--- config.mk ---
export PLATFORM = sky130hd
export DESIGN_NAME = cl_seq_divider
export DESIGN_NICKNAME = d
export VERILOG_FILES = /design/src/rtl/cl_seq_divider.sv
export SDC_FILE = /design/constraint.sdc
export NUM_CORES = 1
export LEC_CHECK = 0
export ABC_AREA = 0
export CAP_MARGIN = 20
export CORE_AREA = 2 2 173 175
export DETAILED_ROUTE_END_ITERATION = 10
export DIE_AREA = 0 0 175 177
export GPL_TIMING_DRIVEN = 0
export PLACE_DENSITY = 0.66
export SYNTH_ARGS = -nofsm -noshare
export SYNTH_HDL_FRONTEND = slang
export SYNTH_SLANG_ARGS = --single-unit
--- constraint.sdc ---
create_clock -name clk -period 6.1 [get_ports clk]
set_clock_uncertainty 0.1 [all_clocks]
set_input_delay 1.22 -clock clk [delete_from_list [all_inputs] [get_ports clk]]
set_output_delay 1.22 -clock clk [all_outputs]
set_load 0.02 [all_outputs]
--- src/rtl/cl_seq_divider.sv ---
// Sequential carry-less (GF(2)[x]) long divider: dividend = quotient*divisor ^ remainder.
// Optional build macro CL_DIV_RADIX4_EN retires two dividend bits per CALC cycle.
module cl_seq_divider #(
  parameter int DATA_WIDTH = 32
) (
  input  logic                      clk,
  input  logic                      rst,
  input  logic                      start,
  input  logic [2*DATA_WIDTH-1:0]   dividend,
  input  logic [DATA_WIDTH:0]       divisor,
  output logic                      busy,
  output logic                      done,
  output logic                      div_by_zero,
  output logic [2*DATA_WIDTH-1:0]   quotient,
  output logic [DATA_WIDTH-1:0]     remainder
);

  localparam int W  = DATA_WIDTH;
  localparam int QW = 2 * W;
  localparam int CW = $clog2(QW);
  localparam int DW = $clog2(W + 1);
`ifdef CL_DIV_RADIX4_EN
  localparam int STEP = 2;
  localparam logic [CW-1:0] LAST_BIT = CW'(1);
`else
  localparam int STEP = 1;
  localparam logic [CW-1:0] LAST_BIT = CW'(0);
`endif

  typedef enum logic [1:0] {IDLE, CALC, DONE} state_t;

  state_t          state;
  logic [QW-1:0]   dvd_q;
  logic [W:0]      dvs_q;
  logic [DW-1:0]   deg_q;
  logic [W:0]      r_q;
  logic [QW-1:0]   q_acc;
  logic [CW-1:0]   cnt_q;

  logic [W+1:0]    step_hi;
  logic [W:0]      r_next;
  logic [QW-1:0]   q_next;

  function automatic logic [DW-1:0] msb_index(input logic [W:0] v);
    logic [DW-1:0] idx;
    idx = '0;
    for (int i = 0; i <= W; i++) begin
      if (v[i]) idx = DW'(i);
    end
    return idx;
  endfunction

  // One long-division step: shift in a dividend bit, subtract (XOR) divisor when the
  // leading coefficient at the divisor degree is set. Returns {qbit, new partial remainder}.
  function automatic logic [W+1:0] cl_step(input logic [W:0] r, input logic b,
                                           input logic [W:0] d, input logic [DW-1:0] deg);
    logic [W:0] t;
    logic       qb;
    t  = {r[W-1:0], b};
    qb = t[deg];
    if (qb) t = t ^ d;
    return {qb, t};
  endfunction

  always_comb begin
    step_hi = cl_step(r_q, dvd_q[cnt_q], dvs_q, deg_q);
`ifdef CL_DIV_RADIX4_EN
    begin
      logic [W+1:0] step_lo;
      step_lo = cl_step(step_hi[W:0], dvd_q[cnt_q - CW'(1)], dvs_q, deg_q);
      r_next  = step_lo[W:0];
      q_next  = {q_acc[QW-3:0], step_hi[W+1], step_lo[W+1]};
    end
`else
    r_next = step_hi[W:0];
    q_next = {q_acc[QW-2:0], step_hi[W+1]};
`endif
  end

  // Datapath registers: loaded on accept, advanced every CALC cycle.
  always_ff @(posedge clk) begin
    if (state == IDLE && start) begin
      dvd_q <= dividend;
      dvs_q <= divisor;
      deg_q <= msb_index(divisor);
      r_q   <= '0;
      cnt_q <= CW'(QW - 1);
    end else if (state == CALC) begin
      r_q   <= r_next;
      q_acc <= q_next;
      cnt_q <= cnt_q - CW'(STEP);
    end
  end

  // Control FSM and result registers.
  always_ff @(posedge clk) begin
    if (rst) begin
      state       <= IDLE;
      busy        <= 1'b0;
      done        <= 1'b0;
      div_by_zero <= 1'b0;
      quotient    <= '0;
      remainder   <= '0;
    end else begin
      case (state)
        IDLE: begin
          done <= 1'b0;
          if (start) begin
            if (divisor == '0) begin
              state       <= DONE;
              done        <= 1'b1;
              div_by_zero <= 1'b1;
              quotient    <= '0;
              remainder   <= '0;
            end else begin
              state       <= CALC;
              busy        <= 1'b1;
              div_by_zero <= 1'b0;
            end
          end
        end
        CALC: begin
          if (cnt_q == LAST_BIT) begin
            state     <= DONE;
            busy      <= 1'b0;
            done      <= 1'b1;
            quotient  <= q_next;
            remainder <= r_next[W-1:0];
          end
        end
        DONE: begin
          done  <= 1'b0;
          busy  <= 1'b0;
          state <= IDLE;
        end
        default: begin
          state <= IDLE;
          busy  <= 1'b0;
          done  <= 1'b0;
        end
      endcase
    end
  end

endmodule

# == Word-level counts from Yosys, hierarchy flattened ==
# Cells that the tools add are included.
# totals
reg_bits,304
inputBits,100
output_inout_bits,99
elab_cells,88
# classes
n_addsub,1
n_lt_le_gt_ge,2
eq_ne,5
mux,56
n_bitwise,2
reduce_logical,10
# op_table
op,n
64-bit 2-to-1 mux,3
6-bit 2-to-1 mux,29
32-bit 2-to-1 mux,4
64-bit one-hot mux with 2 select lines,1
32-bit one-hot mux with 2 select lines,1
33-bit logical NOT,1
32-bit bitwise XOR,1
"6-bit by 7-bit less-than comparator with 1-bit output, second input constant",2
1-bit binary-select mux with 6-bit select,2
1-bit 2-to-1 mux,9
2-bit 2-to-1 mux,4
6-bit logical NOT,1
2-bit AND reduction,3
"6-bit by 1-bit subtractor with 6-bit output, second input constant",1
"2-bit by 1-bit inequality test with 1-bit output, second input constant",2
"2-bit inequality test, second input constant",2
1-bit one-hot mux with 2 select lines,2
2-bit one-hot mux with 2 select lines,1
4-bit AND reduction,1
3-bit AND reduction,1
"2-bit by 1-bit == test with 1-bit output, second input constant",1
2-bit logical NOT,1
2-bit nonzero test,1
1-bit logical AND,1
1-bit inverter,1

# == Logic depth before layout (Yosys ltp) ==
# Gate-level depths: netlist of the first run.
# logic_depth
word_depth,31
mapped_depth,12
depth_no_buf,8

# == Least setup slack after synthesis of the first run ==
# No wires, ideal clock.
# synth_timing
kind,input-to-reg
from,in start
to,reg deg_q[0] (enable)
setup_time_ns,0.506
arrival_ns,4.740
required_time_ns,5.494
slack_ns,0.754
path_stages,5
n_path_buf,2
cell_sequence,nor2b_1 nand2b_1 clkbuf_1 inv_1 clkbuf_1
# synth_between
elab_chain_len,1
# synth_lines
item,line_no,rtl
from (decl),8,"input logic start,"
1-bit logical AND,82,if (state == IDLE && start) begin
to (signal assigned),85,deg_q <= msb_index(divisor);
to (decl),35,logic [DW-1:0] deg_q;
# No other way between the ends.
# A chain may end at the register's enable or synchronous reset.

# == Worst setup path after layout of the first run ==
# layout_timing
from,in divisor[23]
to,reg remainder[31]
# layout_between
elab_chain_len,3
# layout_lines
item,line_no,rtl
from (decl),10,"input logic [DATA_WIDTH:0] divisor,"
33-bit logical NOT,109,if (divisor == '0) begin
2-bit by 1-bit inequality test with 1-bit output (no source line),n/a,
4-bit AND reduction (no source line),n/a,
to (signal assigned),128,remainder <= r_next[W-1:0];
to (decl),15,output logic [DATA_WIDTH-1:0] remainder
# No other way between the ends.

==> flow_summary.yaml, run 1 <==
status:
  status: "finished, final reports clean"
critical_path:
  crit_arrival_ps: 4560
  endpoint_kind: "register"
  slowest_delay_ps: 630
  path_buf_inv: 2
  r2r-start: "deg_q[1]"
  critical_path.slowest_cell: "clkbuf_1"
  reg2reg_slack_ps: 2490
  r2r_end: "remainder[27]"
  path_max_fanout: 10
  crit_type: "input port to register"
  cpMostUsedCell: "nor2_1"
  path_cells: "clkdlybuf4s50_1, or4_1, nor2_1, nand2_1, nor3_1, a21boi_0, nor2_1, clkbuf_1, a211oi_1"
  r2r_cells: 11
  required_ps: 6400
  worstSetupStartpointType: "input port"
  crit_family: "simple AND/OR/NAND/NOR gates"
routing:
  routed_via_density: 5.19
  drtPass1Iterations: 4
  vias: 8166
  drt_wl_total_mm: 27.8
  drc: 0
  drt-initial-drc-count: 519
  wl_per_cell_um: 17.7
  ant_nets: 0
timing:
  finalSetupViolations: 0
  worst_slew_pin_slew_ps: 813
  finalMaxSlewViolations: 0
  max-slew-margin-rel: 0.458
  rsz0062_at_grt: "no"
  hold_viol: 0
  fin_hold_ws_ps: 349
  min_period_ps: 4260
  fin_crit_sh: 0.699
  fmax_mhz: 235
  fin_ws_ps: 1840
worst_hold_path:
  hold_class: "register to register"
  min_from: "q_acc[19]"
  min_to: "q_acc[20]"
  whs_path_depth: 0
synth:
  async_reset_ff_frac: 0
  yosys-top-cells-count: "165 x edfxtp_1, 139 x dfxtp_1, 117 x nor2_1, 64 x a22oi_1, 48 x inv_1"
  synth_top_area_frac: 0.429
  yosys.cell_types.count: 47
  synth-seq-cells: 304
  ys_seq_area_frac: 0.670
  synth_top_area_cell: "edfxtp_1"
  synth_area_um2: 11600
  syn_avg_cell_area_um2: 12.5
  ys.flop_type: "edfxtp_1"
  synth_edf_count: 165
  synth_area_leaders: "edfxtp_1 43%, dfxtp_1 24%, mux4_2 4.3%, a22oi_1 4.2%, nor2_1 3.8%"
  yosysWarningCount: 0
  synth_most_common_cell: "edfxtp_1"
  syn_inst: 926
  synth_fp_nets: 1028
floorplanning:
  rows: 63
  ios: 199
  dieHeight_um: 177
  core_area_um2: 29200
  die_w_um: 175
  dieArea_um2: 31000
  initial_utilization: 0.395
clocking:
  hold_buffers: 0
  postCtsResizedCells: 0
  cts.sinks: 304
  clockBufferDepth: 3
  clk_pin_slew_ps: 60
  clock_latency_ps: 550
  postCtsSetupBuffers: 0
  cts_tree: "done"
  root_buffer: "clkbuf_16"
  ctsHtreeMaxLevel: 1
  cts_buffers: 31
grt:
  grt_use_total: 0.176
  grt_max_degree: 69
  grt_pass1_vias: 7952
  antenna_found_initial: 3
  grt.overflow.total: 0
  grt_pass1_wl_mm: 43.4
placement:
  numPortBuffers: 197
  place.gp.congestion: 0.801
  dp_hpwl_mm: 19.6
  place_area_um2: 14100
  place_ws_ps: 1300
layout:
  nets: 1260
  nFillCells: 2549
  drive_gt1_frac: 0.0881
  final_area_um2: 15100
  synthToLayoutAreaGrowth_pct: 30.5
power_and_ir_drop:
  power.density_nw_per_um2: 302
  p_leak_nw: 5.18
  vdd_drop_max_v: 0.000263
  power_mw: 4.55
flow_run:
  cap_violations: 0
## registers in the layout (all words and copies together), names as in the netlist
register	flops
dvd_q	64
quotient	64
q_acc	63
dvs_q	32
r_q	32
remainder	32
cnt_q	6
deg_q	6
state	2
busy	1
div_by_zero	1
done	1
## cell families after synthesis
group / share of synthesized area
AO/OA/AOI/OAI: 0.149
XOR/XNOR: 0.00303
adder cells (fa/ha/maj): 0.00217
buffers and inverters: 0.0371
flip-flops: 0.670
multiplexers: 0.0501
AND/OR/NAND/NOR: 0.0884
## stage by stage
stage	cells	utilization	TNS, ps
finish	1573	0.516	0
global route	1571	0.516	0
CTS	1571	0.516	0
detailed placement	1515	0.481	0
global placement	1513	0.479	-127890
floorplan	926	-	0
## power breakdown
group          total, mW  internal, mW  switching [mW]
logic              0.372         0.174           0.198
registers           2.31          2.26          0.0471
clock network       1.87          1.11           0.762
total               4.55          3.55            1.01
## worst max-delay path by stage
stage | depth (start not counted) | endpoint | slack [ps] | start
2_1_floorplan | 5 | deg_q[0] | 750 | start
3_3_place_gp | 6 | dvd_q[9] | -1180 | start
3_5_place_dp | 9 | remainder[31] | 1300 | divisor[23]
4_1_cts | 9 | remainder[31] | 1880 | divisor[23]
5_1_grt | 9 | remainder[25] | 1600 | divisor[16]
6_report | 9 | remainder[31] | 1840 | divisor[23]
## worst register-to-register path, cell delays in order, from the launching register on
cell and delay, ps:
edfxtp_1 320, clkbuf_1 590, mux4_2 440, mux4_2 490, a221oi_2 310, nand2_1 100
o211ai_2 180, buf_4 220, buf_2 290, nor3_1 80, o21ai_1 240, a211oi_2 110
## cell usage in the layout, fill, tap and decap left out, drive strengths merged, types with 4 or more instances in the layout
master and instances:
dfxtp 139, mux2i 5, clkinv 10, clkbuf 83
a22oi 64, a21oi 47, o221ai 4, buf 16
and2 6, a211oi 38, inv 48, o31ai 5
o21ai 38, bufinv 4, nor3 42, nor2b 6
o21a 32, mux4 22, nor2 117, nor4 5
clkdlybuf4s50 197, nand2b 4, nand2 47, edfxtp 165
## per-layer routing
layer,global-route usage,vias up,share of wire
met4,0.0431,2,0.020
li1,-,3889,-
met1,0.239,4025,0.45
met2,0.287,213,0.47
met5,0,-,0.00047
met3,0.0410,37,0.060
## layout make-up
type,instances,area [um2],area share
diodes,2,5.00,0.000332
inverters,48,180,0.0119
clock buffers,40,820,0.0543
flip-flops and latches,304,7740,0.513
clock inverters,16,180,0.0119
repair buffers,199,2030,0.134
well taps,390,488,0.0324
plain buffers,57,256,0.0170
multi-input cells,517,3390,0.225
Power figures use the tool's default switching activity.
==> run 2: changes to the inputs <==
PLACE_DENSITY = 0.68   (was 0.66)
clock period = 3.7 ns   (was 6.1 ns; I/O delays follow)
==> run 2 against run 1 <==
Effect of this change:
- clock-buffer cell count increased by 2
- global-route usage down 0.28 points
- cell area decreased by 0.15%
- worst setup slack worse by 1600 ps
- cell count decreased by 0.19%
- first-iteration DRC count up 2.5%
- hold slack got worse by 3.4 ps
- flip-flop and latch count unchanged
- largest cell class unchanged
==> flow_summary.yaml, run 2 (same netlist as run 1, synthesis figures left out) <==
clocking:
  clock_latency_ps: 540
  postCtsSetupBuffers: 0
  cts.sinks: 304
  hold_buffers: 0
  cts_tree: "done"
  cts_buffers: 31
  root_buffer: "clkbuf_16"
  clk_pin_slew_ps: 60
  clockBufferDepth: 3
  ctsHtreeMaxLevel: 1
layout:
  seq_area_um2: 7740
  final_area_um2: 15100
  layout_common_cells: "197 x clkdlybuf4s50_1, 165 x edfxtp_1, 139 x dfxtp_1"
  multi_input_area_um2: 3390
  top_regs: "dvd_q: 64 flops, quotient: 64 flops, q_acc: 63 flops"
  synthToLayoutAreaGrowth_pct: 30.3
  drive_gt1_frac: 0.0950
  finalNonFillerCells: 1570
  nFillCells: 2493
  nets: 1257
  final_common_cell: "clkdlybuf4s50_1"
placement:
  place_inst: 1514
  dp_hpwl_mm: 19.4
  place_area_um2: 14100
  place.gp.congestion: 0.765
  numPortBuffers: 197
  place_ws_ps: -553
grt:
  grt_pass1_vias: 8001
  grt_use_total: 0.173
  grt_pass1_wl_mm: 42.6
  grt.overflow.total: 0
  antenna_found_initial: 3
  grt_max_degree: 112
timing:
  finalMaxSlewViolations: 0
  fin_ws_ps: 214
  rsz0062_at_grt: "no"
  fin_crit_sh: 0.942
  worst_slew_pin_slew_ps: 864
  fin_tns_setup_ps: 0
  min_period_ps: 3490
  fmax_mhz: 287
  hold_viol: 0
  max-slew-margin-rel: 0.424
  finalSetupViolations: 0
  fin_hold_ws_ps: 345
floorplanning:
  dieHeight_um: 177
  initial_utilization: 0.395
  ios: 199
  rows: 63
  dieArea_um2: 31000
  die_w_um: 175
  core_area_um2: 29200
power_and_ir_drop:
  vdd_drop_max_v: 0.000367
  p_leak_nw: 5.19
  power.density_nw_per_um2: 496
critical_path:
  r2r_cells: 11
  endpoint_kind: "register"
  r2r_end: "r_q[27]"
  crit_type: "input port to register"
  r2r-start: "cnt_q[0]"
  crit_arrival_ps: 3770
  reg2reg_slack_ps: 290
  required_ps: 3990
  path_max_fanout: 10
  worstSetupStartpointType: "input port"
routing:
  wl_per_cell_um: 17.5
  top_layer: "met5"
  vias: 8075
  met1Wirelength_mm: 12.2
  drt_wl_total_mm: 27.5
  met2WireLength_mm: 12.9
  routed_via_density: 5.14
  wl_met3_mm: 1.78
  drc: 0
  drt-initial-drc-count: 532
  drtPass1Iterations: 5
  ant_nets: 0
worst_hold_path:
  min_to: "q_acc[48]"
  hold_class: "register to register"
  whs_path_depth: 0
  min_from: "q_acc[47]"
status:
  status: "finished, final reports clean"
flow_run:
  cap_violations: 0
## run 2: worst max-delay path by stage
stage	startpoint	end	slack [ps]	depth (start not counted)
after floorplan	state[1]	remainder[25]	220	6
final	divisor[23]	remainder[7]	210	9
after global routing	divisor[23]	remainder[13]	40	10
after detailed placement	divisor[23]	remainder[31]	-550	9
after global placement	state[1]	remainder[27]	-1410	6
after CTS	divisor[23]	quotient[25]	0.1	11
## run 2: stage by stage
step	power, mW	util
6_report	7.47	0.515
5_1_grt	7.75	0.515
4_1_cts	7.55	0.515
3_5_place_dp	4.49	0.481
3_3_place_gp	4.48	0.479
2_1_floorplan	4.23	-
## run 2: power by group
part / switching (mW) / internal [mW]
clock: 1.24 / 1.82
combinational: 0.322 / 0.283
sequential: 0.0780 / 3.73
## run 2: layout make-up
class,instances,area share
multi-input cells,517,0.225
clock buffers,42,0.0543
clock inverters,15,0.0116
well taps,390,0.0324
repair buffers,198,0.133
diodes,1,0.000166
inverters,48,0.0120
flip-flops and latches,304,0.514
plain buffers,55,0.0179
## run 2: routing by layer
metal	global-route usage	vias to the layer above
li1	-	3882
met1	0.236	3893
met4	0.0392	4
met2	0.285	253
met3	0.0391	43
met5	0	-
## run 2: timing repair
item,4_1_cts,5_1_grt
setup endpoints to repair,15,97
hold endpoints to repair,0,0
resized for setup,2,19
## run 2: critical path, cell delays in order
cell and delay (ps):
clkdlybuf4s50_1 470, or4_1 650, nor2_1 210, nand2_1 110, nor3_1 370, a21boi_0 240
nor2_2 370, clkbuf_1 460, a211oi_1 150
==> run 3: changes to the inputs <==
CORE_AREA = 2 2 159 161   (was 2 2 173 175)
DIE_AREA = 0 0 161 163   (was 0 0 175 177)
PLACE_DENSITY = 0.78   (was 0.68)
==> run 3 against run 2 <==
Effect of this change:
- combinational power is 3% higher
- clock-buffer cell count is 1 higher
- cell count is 3.5% lower
- power is 2.5% higher
- register-to-register slack worse by 70 ps
- core utilization is 9.7 points higher
- cell area is 0.22% higher
- flip-flop and latch count stayed put
- worst setup slack worse by 21 ps
- clock power is 6% higher
==> flow_summary.yaml, run 3 (same netlist as run 1, synthesis figures left out) <==
status:
  status: "finished, final reports clean"
critical_path:
  crit_arrival_ps: 3830
  endpoint_kind: "register"
  reg2reg_slack_ps: 220
  path_max_fanout: 10
  worstSetupStartpointType: "input port"
  r2r_end: "r_q[27]"
  required_ps: 4020
  r2r-start: "deg_q[1]"
  crit_type: "input port to register"
  r2r_cells: 10
layout:
  layout_common_cells: "197 x clkdlybuf4s50_1, 165 x edfxtp_1, 139 x dfxtp_1"
  finalNonFillerCells: 1515
  top_regs: "dvd_q: 64 flops, quotient: 64 flops, q_acc: 63 flops"
  final_area_um2: 15100
  final_common_cell: "clkdlybuf4s50_1"
  multi_input_area_um2: 3390
  nets: 1261
  drive_gt1_frac: 0.104
  nFillCells: 1938
  antenna_cells: 0
  synthToLayoutAreaGrowth_pct: 30.6
  seq_area_um2: 7740
placement:
  numPortBuffers: 197
  place_inst: 1455
  place_area_um2: 14000
  place.gp.congestion: 0.789
  dp_hpwl_mm: 18.6
  place_ws_ps: -654
grt:
  antenna_found_initial: 0
  grt_pass1_wl_mm: 43.4
  grt_max_degree: 60
  grt.overflow.total: 0
  grt_pass1_vias: 8277
  grt_use_total: 0.209
clocking:
  cts_tree: "done"
  cts.sinks: 304
  clockBufferDepth: 3
  root_buffer: "clkbuf_16"
  clk_pin_slew_ps: 60
  clock_latency_ps: 520
  cts_buffers: 34
  ctsHtreeMaxLevel: 2
power_and_ir_drop:
  power.density_nw_per_um2: 507
  vdd_drop_max_v: 0.000272
  p_leak_nw: 5.23
timing:
  min_period_ps: 3510
  finalSetupViolations: 0
  fin_ws_ps: 193
  fin_crit_sh: 0.948
  max-slew-margin-rel: 0.485
  worst_slew_pin_slew_ps: 773
  fin_tns_setup_ps: 0
  hold_viol: 0
  rsz0062_at_grt: "no"
  finalMaxSlewViolations: 0
  fmax_mhz: 285
worst_hold_path:
  min_from: "q_acc[30]"
  whs_path_depth: 0
  min_to: "q_acc[31]"
  hold_class: "register to register"
routing:
  wl_per_cell_um: 18.1
  routed_via_density: 5.43
  vias: 8223
  ant_nets: 0
  drtPass1Iterations: 5
  drt_wl_total_mm: 27.4
  drt-initial-drc-count: 557
  drc: 0
flow_run:
  cap_violations: 0
floorplanning:
  rows: 58
  dieHeight_um: 163
  initial_utilization: 0.468
  dieArea_um2: 26200
  die_w_um: 161
  ios: 199
  core_area_um2: 24700
## run 3: changes by cell type in the layout (fill, tap and decap cells not counted), moves of 3 or more
cell        change
clkinvlp_4      +3
clkbuf_8        +3
bufinv_16       -3
clkbuf_2        -4
clkbuf_16       +3
inv_6           +3
## run 3: per-stage QoR
step	power (mW)	hold WS (ps)	util
final	7.66	349	0.612
after detailed placement	4.50	334	0.567
after global routing	7.94	356	0.612
after global placement	4.48	330	0.565
after CTS	7.72	351	0.611
after floorplan	4.23	327	-
## run 3: what timing repair did
item | 4_1_cts | 5_1_grt
hold buffers | 0 | 0
resized for setup | 4 | 12
setup endpoints to repair | 30 | 98
buffers inserted | 0 | 0
## run 3: power breakdown
part | total [mW] | switching [mW] | leakage [nW] | internal, mW
Clock | 3.23 | 1.36 | 0.521 | 1.86
Combinational | 0.622 | 0.334 | 2.02 | 0.288
Sequential | 3.81 | 0.0791 | 2.69 | 3.73
## run 3: routing by layer
| metal | vias to the layer above | GRT usage | share of wire |
|---|---|---|---|
| li1 | 3897 | - | - |
| met1 | 3987 | 0.277 | 0.43 |
| met2 | 292 | 0.351 | 0.49 |
| met3 | 47 | 0.0423 | 0.067 |
| met4 | 0 | 0.0568 | 0.019 |
| met5 | - | 0 | 0 |
## run 3: worst max-delay path: stages
cell	delay, ps
clkdlybuf4s50_1	500
or4_1	610
nor2_1	270
nand2_1	140
nor3_1	320
a21boi_1	190
nor2_4	260
clkbuf_1	450
nor2_1	120
a211oi_2	210
## run 3: layout make-up
type                    instances  area share
plain buffers                  55      0.0173
clock buffers                  43      0.0613
clock inverters                19      0.0101
inverters                      48      0.0119
multi-input cells             517       0.225
flip-flops and latches        304       0.513
well taps                     330      0.0274
repair buffers                199       0.134
## run 3: how the worst max path moves through the flow
stage,from,to,slack (ps),cells past startpoint
final,divisor[23],remainder[26],190,10
after global routing,divisor[23],remainder[26],30,10
after CTS,divisor[16],quotient[46],2,11
after detailed placement,divisor[16],remainder[30],-650,9
after global placement,state[1],remainder[27],-1480,6
after floorplan,state[1],remainder[25],220,6
